## config.mk

```make
export PLATFORM = sky130hd
export DESIGN_NAME = instr_fetch_unit
export DESIGN_NICKNAME = d
export VERILOG_FILES = /design/src/rtl/fetch_pkg.sv /design/src/rtl/fetch_buffer.sv /design/src/rtl/instr_fetch_unit.sv
export SDC_FILE = /design/constraint.sdc
export NUM_CORES = 1
export LEC_CHECK = 0
export BUFFER_PORTS_ARGS = -buffer_cell sky130_fd_sc_hd__buf_2
export CORE_AREA = 2 2 193 195
export DETAILED_ROUTE_END_ITERATION = 10
export DIE_AREA = 0 0 195 197
export GPL_ROUTABILITY_DRIVEN = 0
export PLACE_DENSITY = 0.61
export SLEW_MARGIN = 20
export SYNTH_ARGS = -nofsm -noshare
export SYNTH_HDL_FRONTEND = slang
export SYNTH_SLANG_ARGS = --single-unit
```

## constraint.sdc

```tcl
create_clock -name i_clk -period 5.2 [get_ports i_clk]
set_clock_uncertainty 0.15 [all_clocks]
set_input_delay 0.26 -clock i_clk [delete_from_list [all_inputs] [get_ports i_clk]]
set_output_delay 0.26 -clock i_clk [all_outputs]
set_load 0.005 [all_outputs]
```

## src/rtl/fetch_pkg.sv

```systemverilog
// rtl/fetch_pkg.sv - shared types and constants for the instruction fetch unit
// Contents:
//   fetch_state_e  fetch FSM states
//   fetch_entry_t  output buffer entry {instr, pc, err}
//   INSTR_BYTES    PC increment per sequential fetch
//   FIFO_DEPTH     output buffer depth
package fetch_pkg;

  localparam int FETCH_DATA_WIDTH  = 64;
  localparam int FETCH_INSTR_WIDTH = 32;
  localparam int INSTR_BYTES       = 4;
  localparam int FIFO_DEPTH        = 2;

  typedef enum logic [2:0] {
    S_IDLE,
    S_REQ,
    S_WAIT,
    S_HOLD,
    S_FLUSH
  } fetch_state_e;

  typedef struct packed {
    logic [FETCH_INSTR_WIDTH-1:0] instr;
    logic [FETCH_DATA_WIDTH-1:0]  pc;
    logic                         err;
  } fetch_entry_t;

endpackage

```

## src/rtl/fetch_buffer.sv

```systemverilog
// rtl/fetch_buffer.sv - 2-entry FIFO holding fetched instructions for decode
// Ports:
//   i_clk, i_rst_n  clock, asynchronous active-low reset
//   i_push/i_entry  write one entry
//   i_pop           consume the head entry
//   i_flush         empty the buffer; overrides push and pop
//   o_head/o_valid  head entry and its valid flag
//   o_count         number of stored entries
module fetch_buffer
  import fetch_pkg::*;
(
  input  logic         i_clk,
  input  logic         i_rst_n,
  input  logic         i_push,
  input  logic         i_pop,
  input  logic         i_flush,
  input  fetch_entry_t i_entry,
  output fetch_entry_t o_head,
  output logic         o_valid,
  output logic [1:0]   o_count
);

  localparam logic [1:0] FULL = 2'(FIFO_DEPTH);

  fetch_entry_t mem_q [FIFO_DEPTH];
  logic         wr_ptr_q;
  logic         rd_ptr_q;
  logic [1:0]   count_q;
  logic         do_push;
  logic         do_pop;

  assign do_pop  = i_pop && (count_q != 2'd0);
  // A push into a full buffer is only legal when the head leaves in the same cycle.
  assign do_push = i_push && ((count_q != FULL) || do_pop);

  always_ff @(posedge i_clk or negedge i_rst_n) begin
    if (!i_rst_n) begin
      for (int i = 0; i < FIFO_DEPTH; i++) mem_q[i] <= '0;
      wr_ptr_q <= 1'b0;
      rd_ptr_q <= 1'b0;
      count_q  <= 2'd0;
    end else if (i_flush) begin
      wr_ptr_q <= 1'b0;
      rd_ptr_q <= 1'b0;
      count_q  <= 2'd0;
    end else begin
      if (do_push) begin
        mem_q[wr_ptr_q] <= i_entry;
        wr_ptr_q        <= !wr_ptr_q;
      end
      if (do_pop) rd_ptr_q <= !rd_ptr_q;
      case ({do_push, do_pop})
        2'b10:   count_q <= count_q + 2'd1;
        2'b01:   count_q <= count_q - 2'd1;
        default: count_q <= count_q;
      endcase
    end
  end

  assign o_head  = mem_q[rd_ptr_q];
  assign o_valid = (count_q != 2'd0);
  assign o_count = count_q;

endmodule

```

## src/rtl/instr_fetch_unit.sv

```systemverilog
// rtl/instr_fetch_unit.sv - instruction fetch: PC update, imem requests, decode buffer
// Optional feature macro: FETCH_PERF_CNT_EN (adds o_fetch_cnt / o_stall_cnt)
// Ports:
//   i_clk, i_rst_n                 clock, asynchronous active-low reset
//   i_pc, o_pc_next, o_pc_en       PC register interface (this block drives its load)
//   i_redirect, i_redirect_pc      branch/jump-taken pulse and target
//   o_imem_req_*, i_imem_req_ready instruction memory request handshake
//   i_imem_rsp_*                   instruction memory response
//   o_instr_*, i_instr_ready       buffered instruction head towards decode
//   o_fetch_cnt, o_stall_cnt       performance counters (FETCH_PERF_CNT_EN only)
module instr_fetch_unit
  import fetch_pkg::*;
#(
  parameter int DATA_WIDTH  = FETCH_DATA_WIDTH,
  parameter int INSTR_WIDTH = FETCH_INSTR_WIDTH
) (
  input  logic                   i_clk,
  input  logic                   i_rst_n,
  input  logic [DATA_WIDTH-1:0]  i_pc,
  output logic [DATA_WIDTH-1:0]  o_pc_next,
  output logic                   o_pc_en,
  input  logic                   i_redirect,
  input  logic [DATA_WIDTH-1:0]  i_redirect_pc,
  output logic                   o_imem_req_valid,
  output logic [DATA_WIDTH-1:0]  o_imem_req_addr,
  input  logic                   i_imem_req_ready,
  input  logic                   i_imem_rsp_valid,
  input  logic [INSTR_WIDTH-1:0] i_imem_rsp_data,
  input  logic                   i_imem_rsp_err,
  output logic                   o_instr_valid,
  output logic [INSTR_WIDTH-1:0] o_instr,
  output logic [DATA_WIDTH-1:0]  o_instr_pc,
  output logic                   o_instr_err,
  input  logic                   i_instr_ready
`ifdef FETCH_PERF_CNT_EN
  ,
  output logic [31:0]            o_fetch_cnt,
  output logic [31:0]            o_stall_cnt
`endif
);

  localparam logic [1:0] FULL = 2'(FIFO_DEPTH);

  fetch_state_e          state_q, state_d;
  logic [DATA_WIDTH-1:0] req_pc_q;
  logic [1:0]            count;
  logic [1:0]            count_post;
  logic                  req_fire;
  logic                  push;
  logic                  pop;
  logic                  flush;
  fetch_entry_t          push_entry;
  fetch_entry_t          head;

  // A redirect suppresses the request so that no fetch is issued from the stale PC.
  assign o_imem_req_valid = (state_q == S_REQ) && !i_redirect;
  assign o_imem_req_addr  = (state_q == S_REQ) ? i_pc : '0;
  assign req_fire         = o_imem_req_valid && i_imem_req_ready;
  assign pop              = o_instr_valid && i_instr_ready;
  assign count_post       = pop ? count : count + 2'd1;

  always_comb begin
    state_d   = state_q;
    o_pc_en   = 1'b0;
    o_pc_next = '0;
    push      = 1'b0;
    flush     = 1'b0;
    if (i_redirect) begin
      o_pc_en   = 1'b1;
      o_pc_next = i_redirect_pc;
      flush     = 1'b1;
      // WAIT and FLUSH are exactly the states with a request in flight; a response
      // in this same cycle closes it, so nothing is left to discard.
      if ((state_q == S_WAIT || state_q == S_FLUSH) && !i_imem_rsp_valid)
        state_d = S_FLUSH;
      else
        state_d = S_REQ;
    end else begin
      case (state_q)
        S_IDLE:  state_d = S_REQ;
        S_REQ:   if (req_fire) state_d = S_WAIT;
        S_WAIT: begin
          if (i_imem_rsp_valid) begin
            push      = 1'b1;
            o_pc_en   = 1'b1;
            o_pc_next = i_pc + DATA_WIDTH'(INSTR_BYTES);
            state_d   = (count_post < FULL) ? S_REQ : S_HOLD;
          end
        end
        S_HOLD:  if (count < FULL) state_d = S_REQ;
        S_FLUSH: if (i_imem_rsp_valid) state_d = S_REQ;
        default: state_d = S_IDLE;
      endcase
    end
  end

  always_ff @(posedge i_clk or negedge i_rst_n) begin
    if (!i_rst_n) begin
      state_q  <= S_IDLE;
      req_pc_q <= '0;
    end else begin
      state_q <= state_d;
      if (req_fire) req_pc_q <= i_pc;
    end
  end

  assign push_entry.instr = i_imem_rsp_data;
  assign push_entry.pc    = req_pc_q;
  assign push_entry.err   = i_imem_rsp_err;

  fetch_buffer u_buffer (
    .i_clk   (i_clk),
    .i_rst_n (i_rst_n),
    .i_push  (push),
    .i_pop   (pop),
    .i_flush (flush),
    .i_entry (push_entry),
    .o_head  (head),
    .o_valid (o_instr_valid),
    .o_count (count)
  );

  assign o_instr     = head.instr;
  assign o_instr_pc  = head.pc;
  assign o_instr_err = head.err;

`ifdef FETCH_PERF_CNT_EN
  always_ff @(posedge i_clk or negedge i_rst_n) begin
    if (!i_rst_n) begin
      o_fetch_cnt <= '0;
      o_stall_cnt <= '0;
    end else begin
      if (push) o_fetch_cnt <= o_fetch_cnt + 32'd1;
      if (state_q == S_HOLD || (state_q == S_REQ && !i_imem_req_ready))
        o_stall_cnt <= o_stall_cnt + 32'd1;
    end
  end
`endif

endmodule

```

# After elaboration in Yosys (flattened, before gate mapping)
# Index checks and enable logic that the tools add are counted.
# W data, S select, Z words.
# word_totals
register_bits	265
output_inout_bits	228
wordCells	83
input_bits	167
# classes
magnitude_cmp	5
add_sub_neg	3
mux	30
reduce_logical	20
n_eq_ne	11
bitwise	3
# op_table
op	n
$mux W97	4
$mux W64	4
$bwmux W194	1
$demux W97 S1	1
$add A64 B3 Y64 const B	1
$mux W3	6
$pmux W3 S5	1
$ne A3 B3 Y1 const B	4
$mux W1	9
$logic_and A1 B1 Y1	7
$eq A3 B2 Y1 const B	2
$mux W2	3
$reduce_bool A2 Y1	3
$ge A2 B2 Y1 const B	2
$logic_not A1 Y1	4
$lt A2 B2 Y1 const B	2
$not A1 Y2	2
$pmux W2 S2	1
$reduce_and A4 Y1	1
$eq A3 B1 Y1 const B	1
$eq A3 B3 Y1 const B	1
$logic_not A3 Y1	1
$reduce_bool A3 Y1	1
$add A2 B1 Y2 const B	1
other kinds (8)	9

# Logic depth before layout (Yosys ltp)
# Gate-level depths: netlist of run 1.
# logic_depth
ltp_word	8
ltp_mapped	9
depth_no_buf	7

# By module
# Synthesis of run 1 repeated with hierarchy kept, for this count alone.
# hier_totals
hier_cells	1176
area_unflattened_um2	13852.0
# modules_own_cells
mod	area_each_um2	cells_per_inst	n_inst	seq_area_each_um2
fetch_buffer	8595.7	542	1	4954.8
instr_fetch_unit	5256.3	634	1	1676.6

# Worst setup path after synthesis of run 1
# Ideal clock, no wire load.
# synth_path
path_type	input to output
from	in i_pc[2]
to	out o_pc_next[46]
path_slack_ps	2953
path_stages	7
required_ps	4790
n_path_buf	1
arrival_time_ps	1837
cell_sequence	ha_1 > nand3_1 > nor4_2 > nand2_1 > buf_2 > or4_1 > nand3_1
# synth_between
elab_chain_cells	4
# synth_lines
item	line_no	text
from (decl)	instr_fetch_unit.sv:19	input logic [DATA_WIDTH-1:0] i_pc,
$add A64 B3 Y64	instr_fetch_unit.sv:86	o_pc_next = i_pc + DATA_WIDTH'(INSTR_BYTES);
$mux W64	instr_fetch_unit.sv:83	if (i_imem_rsp_valid) begin
$mux W64	instr_fetch_unit.sv:79	case (state_q)
$mux W64	instr_fetch_unit.sv:68	if (i_redirect) begin
to (decl)	instr_fetch_unit.sv:20	output logic [DATA_WIDTH-1:0] o_pc_next,
# No other way between the ends.

# Worst setup path after layout of run 1
# layout_path
from	reg state_q[2]
to	out o_pc_next[56]
# layout_between
elab_chain_cells	3
# layout_lines
item	line_no	text
from (decl)	instr_fetch_unit.sv:44	fetch_state_e state_q, state_d;
from (signal assigned)	instr_fetch_unit.sv:102	state_q <= state_d;
$eq A3 B2 Y1	instr_fetch_unit.sv:79	
$mux W64	instr_fetch_unit.sv:79	
$mux W64	instr_fetch_unit.sv:68	
# No other way between the ends.

==> results.toml, run 1 <==
[floorplanning]
core_area_um2 = 36300
initial_core_util_pct = 38.6
row_count = 70
die_h_um = 197
die_area_um2 = 38400
die_x_um = 195
num_io_pins = 395

[pwr]
total_power_mw = 7.60
p_int_mw = 5.25
switchingPower_mw = 2.35
clkPwrFrac_pct = 26.3
seqPwrFrac_pct = 40.4
worst_ir_drop_vdd_mv = 0.229
switching_share_pct = 30.9
leakage_nw = 8.87
pwr-share-comb_pct = 33.3
p_per_area_nw_per_um2 = 416

[global_routing]
grt_pass1_wl_um = 66100
grt_overflow = 0
gr-usage-met3_pct = 4.36
grt_usage_pct = 21.7
grtUsageMet1_pct = 27.6
antenna_found_initial = 2
grt_pass1_vias = 11700
grt_max_degree = 123
grt_busiest_layer = "met2"
use_met2_pct = 37.2

[synthesis]
synth-seq-cells = 265
synth_area_leaders = "dfrtp_1, mux2_2, and2_1"
ys_types = 60
synth-edff-count = 0
yosysSeqAreaShare_pct = 47.4
synthSimpleGateAreaFrac_pct = 14.1
yosys-top-cells-count = "mux2_2, dfrtp_1, nand2_1, and2_1, nand3_1"
synth.most_common_cell = "mux2_2"
yosys.area_share.adder_pct = 0.268
synth_nets = 1363
synth-compound-area-share_pct = 4.36
synth_top_family_by_area = "multiplexers"
yosys.area_share.xor_xnor_pct = 2.26
async_flop_share_pct = 100
synthCells = 1193
synth_area_um2 = 14000
synth_mux_area_share_pct = 28.4
synth_top_area_share_pct = 47.4
syn_avg_cell_area_um2 = 11.7
synth_flop_cell = "dfrtp_1"
yosysWarnings = 0
yosysTopAreaCell = "dfrtp_1"

[clock_network]
ctsResizeCount = 0
root_buffer = "clkbuf_16"
clock-sinks = 265
clk_pin_slew_ns = 0.06
numCtsBuffers = 29
cts_tree = "yes"
cts_hold_buf = 100
clk_path_buf_depth = 3
htreeDepth = 1
insertion_delay_ns = 0.55
cts_setup_buffers = 0

[final_layout]
utilization_pct = 50.4
instances_no_fill = 2138
num_antenna_cells = 0
nets = 1818
area_delta_synth_final_pct = 30.6
final_layout_size_suffix_gt1_share_pct = 49.5

[worst_setup_path]
critPathKind = "reg -> out"
worst_setup_path_end_kind = "output pin"
cp_max_fo = 37
start_kind = "flop"
cp_data_required_time_ns = 4.79
crit_arrival_ns = 3.32

[timing]
max_slew_margin_pct = 35.7
hold_violations = 0
rsz0062_at_grt = "false"
fin_tns_setup_ns = 0
finalSetupViolations = 0
post-route-period-util_pct = 71.7
setup_ws_ns = 1.47
fmax_mhz = 268
min_period_ns = 3.73
worst_pin_slew_ns = 0.962
maxSlewViolCount = 0

[place]
portBuffers = 394
dp_cells = 1985
hpwl_um = 28800
place_worst_setup_slack_ns = 1.92

[run_status]
outcome = "completed"

[drt]
drtIter0Drc = 454
drc = 0
vias = 11300
ant_nets = 0
wl_per_cell_um = 19.9
avgViaCountPerCell = 5.29
firstDrtPassIters = 5
drt-total-wl_um = 42500

[hold_path]
hp-class = "in -> reg"

[run]
max_cap_violations = 0
==> flip-flops by register name (all words and copies together), names as in the netlist <==
signal and count:
state_q 3, u_buffer.mem_q 194, u_buffer.o_count 2, u_buffer.rd_ptr_q 1, req_pc_q 64, u_buffer.wr_ptr_q 1
==> power by group through the flow <==
| stage | logic [mW] | registers [mW] | clock network (mW) |
|---|---|---|---|
| floorplan | 1.55 | 2.90 | 0 |
| global placement | 2.45 | 3.06 | 0 |
| detailed placement | 2.48 | 3.10 | 0 |
| CTS | 2.55 | 3.06 | 2.06 |
| global route | 2.76 | 3.16 | 2.14 |
| finish | 2.53 | 3.07 | 2.00 |
==> critical path, stage by stage (launching register included) <==
cell	delay, ns
dfrtp_1	0.46
nand4bb_4	0.28
buf_4	0.31
or2_2	0.66
or3_1	0.42
or4_1	0.40
nand3_1	0.11
buf_2	0.12
==> kinds of logic (layout without fill, tap and decap cells) <==
kind of cell,count (synthesis),count (layout)
simple gates,350,350
compound gates,90,90
xor+xnor,36,36
fa+ha+maj,3,3
flops,265,265
mux,353,353
buf+inv,96,573
==> final timing paths <==
| check | start | endpoint | slack (ns) | cells after the start |
|---|---|---|---|---|
| hold reg to reg | u_buffer.mem_q[106] | u_buffer.mem_q[106] | 0.35 | 1 |
| setup / recovery | state_q[2] | o_pc_next[56] | 1.47 | 7 |
| setup reg to reg | u_buffer.o_count[1] | u_buffer.mem_q[135] | 2.18 | 8 |
| max in group asynchronous | i_rst_n | req_pc_q[36] | 3.45 | 3 |
| min in group asynchronous | i_rst_n | u_buffer.mem_q[83] | 0.16 | 2 |
| hold / removal | i_pc[22] | req_pc_q[22] | 0.04 | 3 |
==> per-layer routing <==
layer	wire length, um	vias up
li1	-	5225
met1	18200	5630
met2	20500	369
met3	2450	75
met4	1330	4
met5	27	-
==> metrics by stage <==
stage / hold WS [ns] / area (um2)
floorplan: -0.186 / 14000
global placement: 0.135 / 16300
detailed placement: 0.144 / 16300
CTS: 0.0141 / 18300
global route: 0.0823 / 18300
finish: 0.0372 / 18300
==> placed cells by master, fill, tap and decap left out, types with 12 or more instances in the layout <==
master         Yosys  final
nand2_1           89     88
inv_1             13     13
o31ai_1           12     12
and2_1            66     66
dfrtp_1          265    264
o21ai_0           34     34
nor2_1            26     26
clkbuf_16          0     29
mux2_2           347    347
xnor2_1           27     27
or4_1             13     13
nand3_1           48     48
buf_4              8     12
dlygate4sd3_1      0    100
nor4_1            20     20
buf_2             20    392
nand4_1           26     26
==> area by class of cell <==
class / instances / area, um2
Inverter: 13 / 48.8
Sequential cell: 265 / 6640
Clock inverter: 8 / 71.3
Timing Repair Buffer: 507 / 3110
Multi-Input combinational cell: 832 / 6960
Clock buffer: 45 / 856
Tap cell: 468 / 586
Fill cell: 3282 / 18000
Power figures use the tool's default switching activity.
==> run 2: changes to the inputs <==
Settings changed: PLACE_DENSITY 0.61 to 0.63.
Clock period 5.2 ns to 3.3 ns, I/O delays scaled along.
==> run 2 against run 1 <==
Effect of this change:
- first-iteration DRC count is 5.9% lower
- final cell count is 1.3% higher
- sequential power is 56% higher
- critical path depth is 2 higher
- critical path type is now in -> out
- largest cell class unchanged
==> results.toml, run 2 (same netlist as run 1, synthesis figures left out) <==
[clock_network]
cts_tree = "yes"
htreeDepth = 1
clk_path_buf_depth = 3
insertion_delay_ns = 0.56
clk_pin_slew_ns = 0.05
clock-sinks = 265
root_buffer = "clkbuf_16"
numCtsBuffers = 30

[floorplanning]
die_area_um2 = 38400
initial_core_util_pct = 38.6
die_h_um = 197
core_area_um2 = 36300
row_count = 70
num_io_pins = 395
die_x_um = 195

[pwr]
clkPwrFrac_pct = 28.3
pwr-share-comb_pct = 33.0
leakage_nw = 9.10
seqPwrFrac_pct = 38.7
p_int_mw = 8.60
switching_share_pct = 30.6
worst_ir_drop_vdd_mv = 0.344
switchingPower_mw = 3.78
p_per_area_nw_per_um2 = 662

[final_layout]
final_layout_size_suffix_gt1_share_pct = 50.4
regArea_um2 = 6640
largest_reg_flops = 194
fill_cells = 3216
num_antenna_cells = 0
nets = 1843
final_cell_mix = "buf_2, mux2_2, dfrtp_1"
stdcell_area_um2 = 18700
area_delta_synth_final_pct = 33.9
multi_input_area_um2 = 7000
final_common_cell = "buf_2"
largestRegisters = "u_buffer.mem_q x194, req_pc_q x64, state_q x3"
regMostFlops = "u_buffer.mem_q"

[place]
place_worst_setup_slack_ns = 0.330
hpwl_um = 29600
postPlaceCellArea_um2 = 16500
portBuffers = 394

[global_routing]
grtUsageMet1_pct = 28.5
grt_pass1_wl_um = 67400
gr-usage-met3_pct = 4.00
grt_max_degree = 80
grt_busiest_layer = "met2"
use_met2_pct = 38.7
grt_overflow = 0
grt_usage_pct = 22.1
antenna_found_initial = 3
grt_pass1_vias = 11800

[worst_setup_path]
slowest_stage = "or3_1"
timing.rr.start = "u_buffer.o_count[1]"
cp_top_family = "buffers and inverters"
start_kind = "primary input"
cp-endpoint = "o_pc_next[37]"
cp_data_required_time_ns = 2.98
worst_setup_path_end_kind = "output pin"
ff2ff_setup_slack_ns = 0.79
cp_max_fo = 8
max_stage_delay_ns = 0.55
crit_buf_inv = 4
cp_num_cells = 9
startpoint = "i_pc[4]"
r2r_cells = 7
regToRegEndpoint = "u_buffer.mem_q[91]"
crit_arrival_ns = 2.88
critPathKind = "in -> out"
cp_cell_sequence = "dlygate4sd3_1, buf_2, nand4_1, buf_4, or3_1, nor4_2, xnor2_1, o31ai_1, buf_2"
critical_path.most_common_cell = "buf_2"

[timing]
setup_ws_ns = 0.110
worst_pin_slew_ns = 0.749
maxSlewViolCount = 0
fin_tns_setup_ns = 0
finalSetupViolations = 0
finalHoldWorstSlack_ns = 0.0378
post-route-period-util_pct = 96.7
rsz0062_at_grt = "false"
max_slew_margin_pct = 50.1
fmax_mhz = 313
min_period_ns = 3.19
hold_violations = 0

[drt]
drtIter0Drc = 427
drt-total-wl_um = 43300
avgViaCountPerCell = 5.28
firstDrtPassIters = 4
drc = 0
wl_per_cell_um = 20.0
ant_nets = 0
vias = 11400

[hold_path]
hp-class = "in -> async"

[run_status]
outcome = "completed"

[run]
max_cap_violations = 0
==> run 2: cell count changes in the layout (fill, tap and decap cells not counted), moves of 2 or more <==
cell / previous run / this run
clkbuf_8: 7 / 5
buf_12: 2 / 10
clkbuf_16: 29 / 31
nor4_4: 1 / 4
nor4_1: 20 / 17
clkinvlp_4: 1 / 3
bufinv_16: 1 / 4
clkbuf_1: 9 / 7
dlygate4sd3_1: 100 / 104
buf_4: 12 / 23
==> run 2: repair_timing <==
action                                  4_1_cts  5_1_grt
pin swaps                                     0        3
gates resized for setup                       1        8
endpoints found under the setup margin        3       12
hold buffers                                104        0
hold endpoints to repair                    312        0
buffers inserted                              0        7
==> run 2: power groups by stage <==
stage          Combinational [mW]  Clock [mW]  Sequential (mW)
2_1_floorplan                2.45           0             4.57
3_3_place_gp                 3.93           0             4.78
3_5_place_dp                 3.98           0             4.85
4_1_cts                      4.11        3.58             4.79
5_1_grt                      4.46        3.73             4.93
6_report                     4.09        3.50             4.80
==> run 2: stage by stage <==
step / std cells / total power, mW / util (%)
final: 2165 / 12.4 / 51.6
after global routing: 2165 / 13.1 / 51.6
after CTS: 2158 / 12.5 / 51.3
after detailed placement: 1998 / 8.82 / 45.6
after global placement: 1998 / 8.71 / 45.6
after floorplan: 1193 / 7.02 / -
==> run 2: layout make-up <==
type / instances / area share, %
clock inverters: 13 / 0.962
flip-flops and latches: 265 / 35.4
inverters: 13 / 0.261
repair buffers: 531 / 18.2
well taps: 468 / 3.13
clock buffers: 43 / 4.65
multi-input cells: 832 / 37.4
==> run 2: worst min path at each step <==
stage | startpoint | endpoint | slack [ns] | depth (start not counted)
3_5_place_dp | i_rst_n | u_buffer.mem_q[149] | 0.06 | 1
5_1_grt | i_rst_n | u_buffer.mem_q[149] | 0.09 | 2
4_1_cts | i_rst_n | u_buffer.mem_q[149] | 0.06 | 2
2_1_floorplan | i_rst_n | req_pc_q[0] | -0.28 | 0
3_3_place_gp | i_rst_n | u_buffer.mem_q[52] | 0.06 | 1
6_report | i_rst_n | u_buffer.mem_q[52] | 0.04 | 2
==> run 2: routing by layer <==
metal / vias to the layer above / routed length [um]
met3: 60 / 2280
met1: 5746 / 18900
met5: - / 39
li1: 5266 / -
met2: 351 / 21300
met4: 6 / 860
==> run 3: changes to the inputs <==
Settings changed: ABC_AREA set to 1, CORE_AREA 2 2 193 195 to 2 2 195 197, DIE_AREA 0 0 195 197 to 0 0 197 199.
==> run 3 against run 2 <==
Effect of this change:
- non-clock buffer count decreased by 11
- first-iteration DRC count grew to 2.6 times the previous value
- worst hold slack improved by 0.082 ns
- largest cell class is now registers
- register-to-register slack worse by 0.06 ns
- critical path depth up 1
- final cell count grew 40%
- highest routed layer is now met4
- design area shrank 0.35%
- critical path type unchanged
- setup slack better by 0.015 ns
- utilization down 1.4 points
==> results.toml, run 3 <==
[pwr]
leakage_nw = 9.64
p_per_area_nw_per_um2 = 672
total_power_mw = 12.5
worst_ir_drop_vdd_mv = 0.386

[worst_setup_path]
slowest_stage = "dlygate4sd3_1"
crit_buf_inv = 3
start_kind = "primary input"
r2r_cells = 9
critPathKind = "in -> out"
startpoint = "i_pc[4]"
max_stage_delay_ns = 0.54
timing.rr.start = "u_buffer.o_count[1]"
cp_cell_sequence = "dlygate4sd3_1, buf_2, nand3_1, nor2_1, nand4_1, nor2_1, nand3_1, nand3_1, nand2_1, buf_2"
ff2ff_setup_slack_ns = 0.73
cp_max_fo = 6
crit_arrival_ns = 2.86
worst_setup_path_end_kind = "output pin"
regToRegEndpoint = "u_buffer.mem_q[84]"
cp_top_family = "simple AND/OR/NAND/NOR gates"
cp_data_required_time_ns = 2.98
critical_path.most_common_cell = "nand3_1"

[drt]
drtIter0Drc = 1131
vias = 15500
firstDrtPassIters = 5
wl_per_cell_um = 18.2
ant_nets = 0
drc = 0
drt-total-wl_um = 54900
avgViaCountPerCell = 5.12

[timing]
post-route-period-util_pct = 96.2
fin_tns_setup_ns = 0
min_period_ns = 3.18
fmax_mhz = 315
worst_pin_slew_ns = 0.899
maxSlewViolCount = 0
hold_violations = 0
rsz0062_at_grt = "false"
max_slew_margin_pct = 40.0
finalSetupViolations = 0

[synthesis]
synth_flop_cell = "dfrtp_1"
synth.most_common_cell = "nand2_1"
async_flop_share_pct = 100
synth_top_area_share_pct = 46.3
synth-edff-count = 0
yosysWarnings = 0
yosysSeqAreaShare_pct = 46.3
synth_nets = 2255
synth_area_leaders = "dfrtp_1, nand2_1, o21ai_0"
synth_area_um2 = 14300
synth-seq-cells = 265
synthCells = 2085
syn_avg_cell_area_um2 = 6.86
yosysTopAreaCell = "dfrtp_1"
ys_types = 30
yosys-top-cells-count = "nand2_1, o21ai_0, dfrtp_1, nor2_1, inv_1"

[floorplanning]
num_io_pins = 395
core_area_um2 = 37100
initial_core_util_pct = 38.5
die_h_um = 199
die_area_um2 = 39200
die_x_um = 197
row_count = 71

[global_routing]
grt_pass1_vias = 14700
antenna_found_initial = 1
grt_usage_pct = 27.7
grt_max_degree = 117
grt_overflow = 0
grt_pass1_wl_um = 83300

[clock_network]
cts_setup_buffers = 0
cts_tree = "yes"
root_buffer = "clkbuf_16"
clk_pin_slew_ns = 0.05
insertion_delay_ns = 0.55
htreeDepth = 1
clk_path_buf_depth = 3
numCtsBuffers = 30
clock-sinks = 265

[final_layout]
final_cell_mix = "nand2_1, o21ai_0, buf_2"
area_delta_synth_final_pct = 30.4
num_antenna_cells = 0
regMostFlops = "u_buffer.mem_q"
final_layout_size_suffix_gt1_share_pct = 18.7
nets = 2699
final_common_cell = "nand2_1"
largestRegisters = "u_buffer.mem_q x194, req_pc_q x64, state_q x3"
largest_reg_flops = 194
utilization_pct = 50.2

[place]
portBuffers = 394
hpwl_um = 39200

[run]
max_cap_violations = 0

[run_status]
outcome = "completed"

[hold_path]
hp-class = "in -> async"
==> run 3: logic make-up after synthesis <==
logic type,Yosys count,share of synthesized area (%)
XOR/XNOR,1,0.0612
adder cells (fa/ha/maj),3,0.262
flip-flops,265,46.3
AND/OR/NAND/NOR,1064,29.1
AO/OA/AOI/OAI,446,15.7
buffers and inverters,306,8.56
==> run 3: per-layer routing <==
metal / GRT usage [%] / vias up / routed length (um)
met3: 3.09 / 141 / 3650
met4: 15.2 / 0 / 3140
li1: - / 7461 / -
met5: 0 / - / 0
met2: 45.2 / 715 / 25100
met1: 36.1 / 7168 / 23000
==> run 3: worst max path at each step <==
stage                          end  cells after the start
6_report             o_pc_next[63]                     10
3_3_place_gp         o_pc_next[38]                     12
3_5_place_dp   u_buffer.mem_q[121]                      9
5_1_grt              o_pc_next[54]                     13
4_1_cts              o_pc_next[62]                     13
2_1_floorplan  u_buffer.mem_q[105]                     12
==> run 3: what timing repair did <==
item,4_1_cts,5_1_grt
hold buffers,102,0
gates resized for setup,0,2
hold endpoints to repair,233,0
endpoints found under the setup margin,0,5
==> run 3: stage by stage <==
step	setup slack (ns)	hold slack (ns)	area [um2]	std cells
global placement	0.742	0.129	16700	2869
finish	0.124	0.120	18700	3024
detailed placement	0.717	0.134	16700	2869
CTS	0.198	0.127	18700	3024
global route	0.0171	0.181	18700	3024
floorplan	1.47	-0.281	14300	2085
==> run 3: report_power, final <==
group          leakage [nW]  total (mW)  switching (mW)  internal [mW]
clock network         0.476        3.30            1.34           1.96
registers              3.37        5.04           0.613           4.43
logic                  5.80        4.19            2.59           1.61
total                  9.64        12.5            4.54           7.99
==> run 3: cell type report <==
type | count | area (um2)
Fill cell | 3768 | 18500
Sequential cell | 265 | 6640
Multi-Input combinational cell | 1514 | 6480
Timing Repair Buffer | 520 | 3230
Clock buffer | 42 | 857
Inverter | 198 | 744
Tap cell | 474 | 593
Clock inverter | 11 | 114
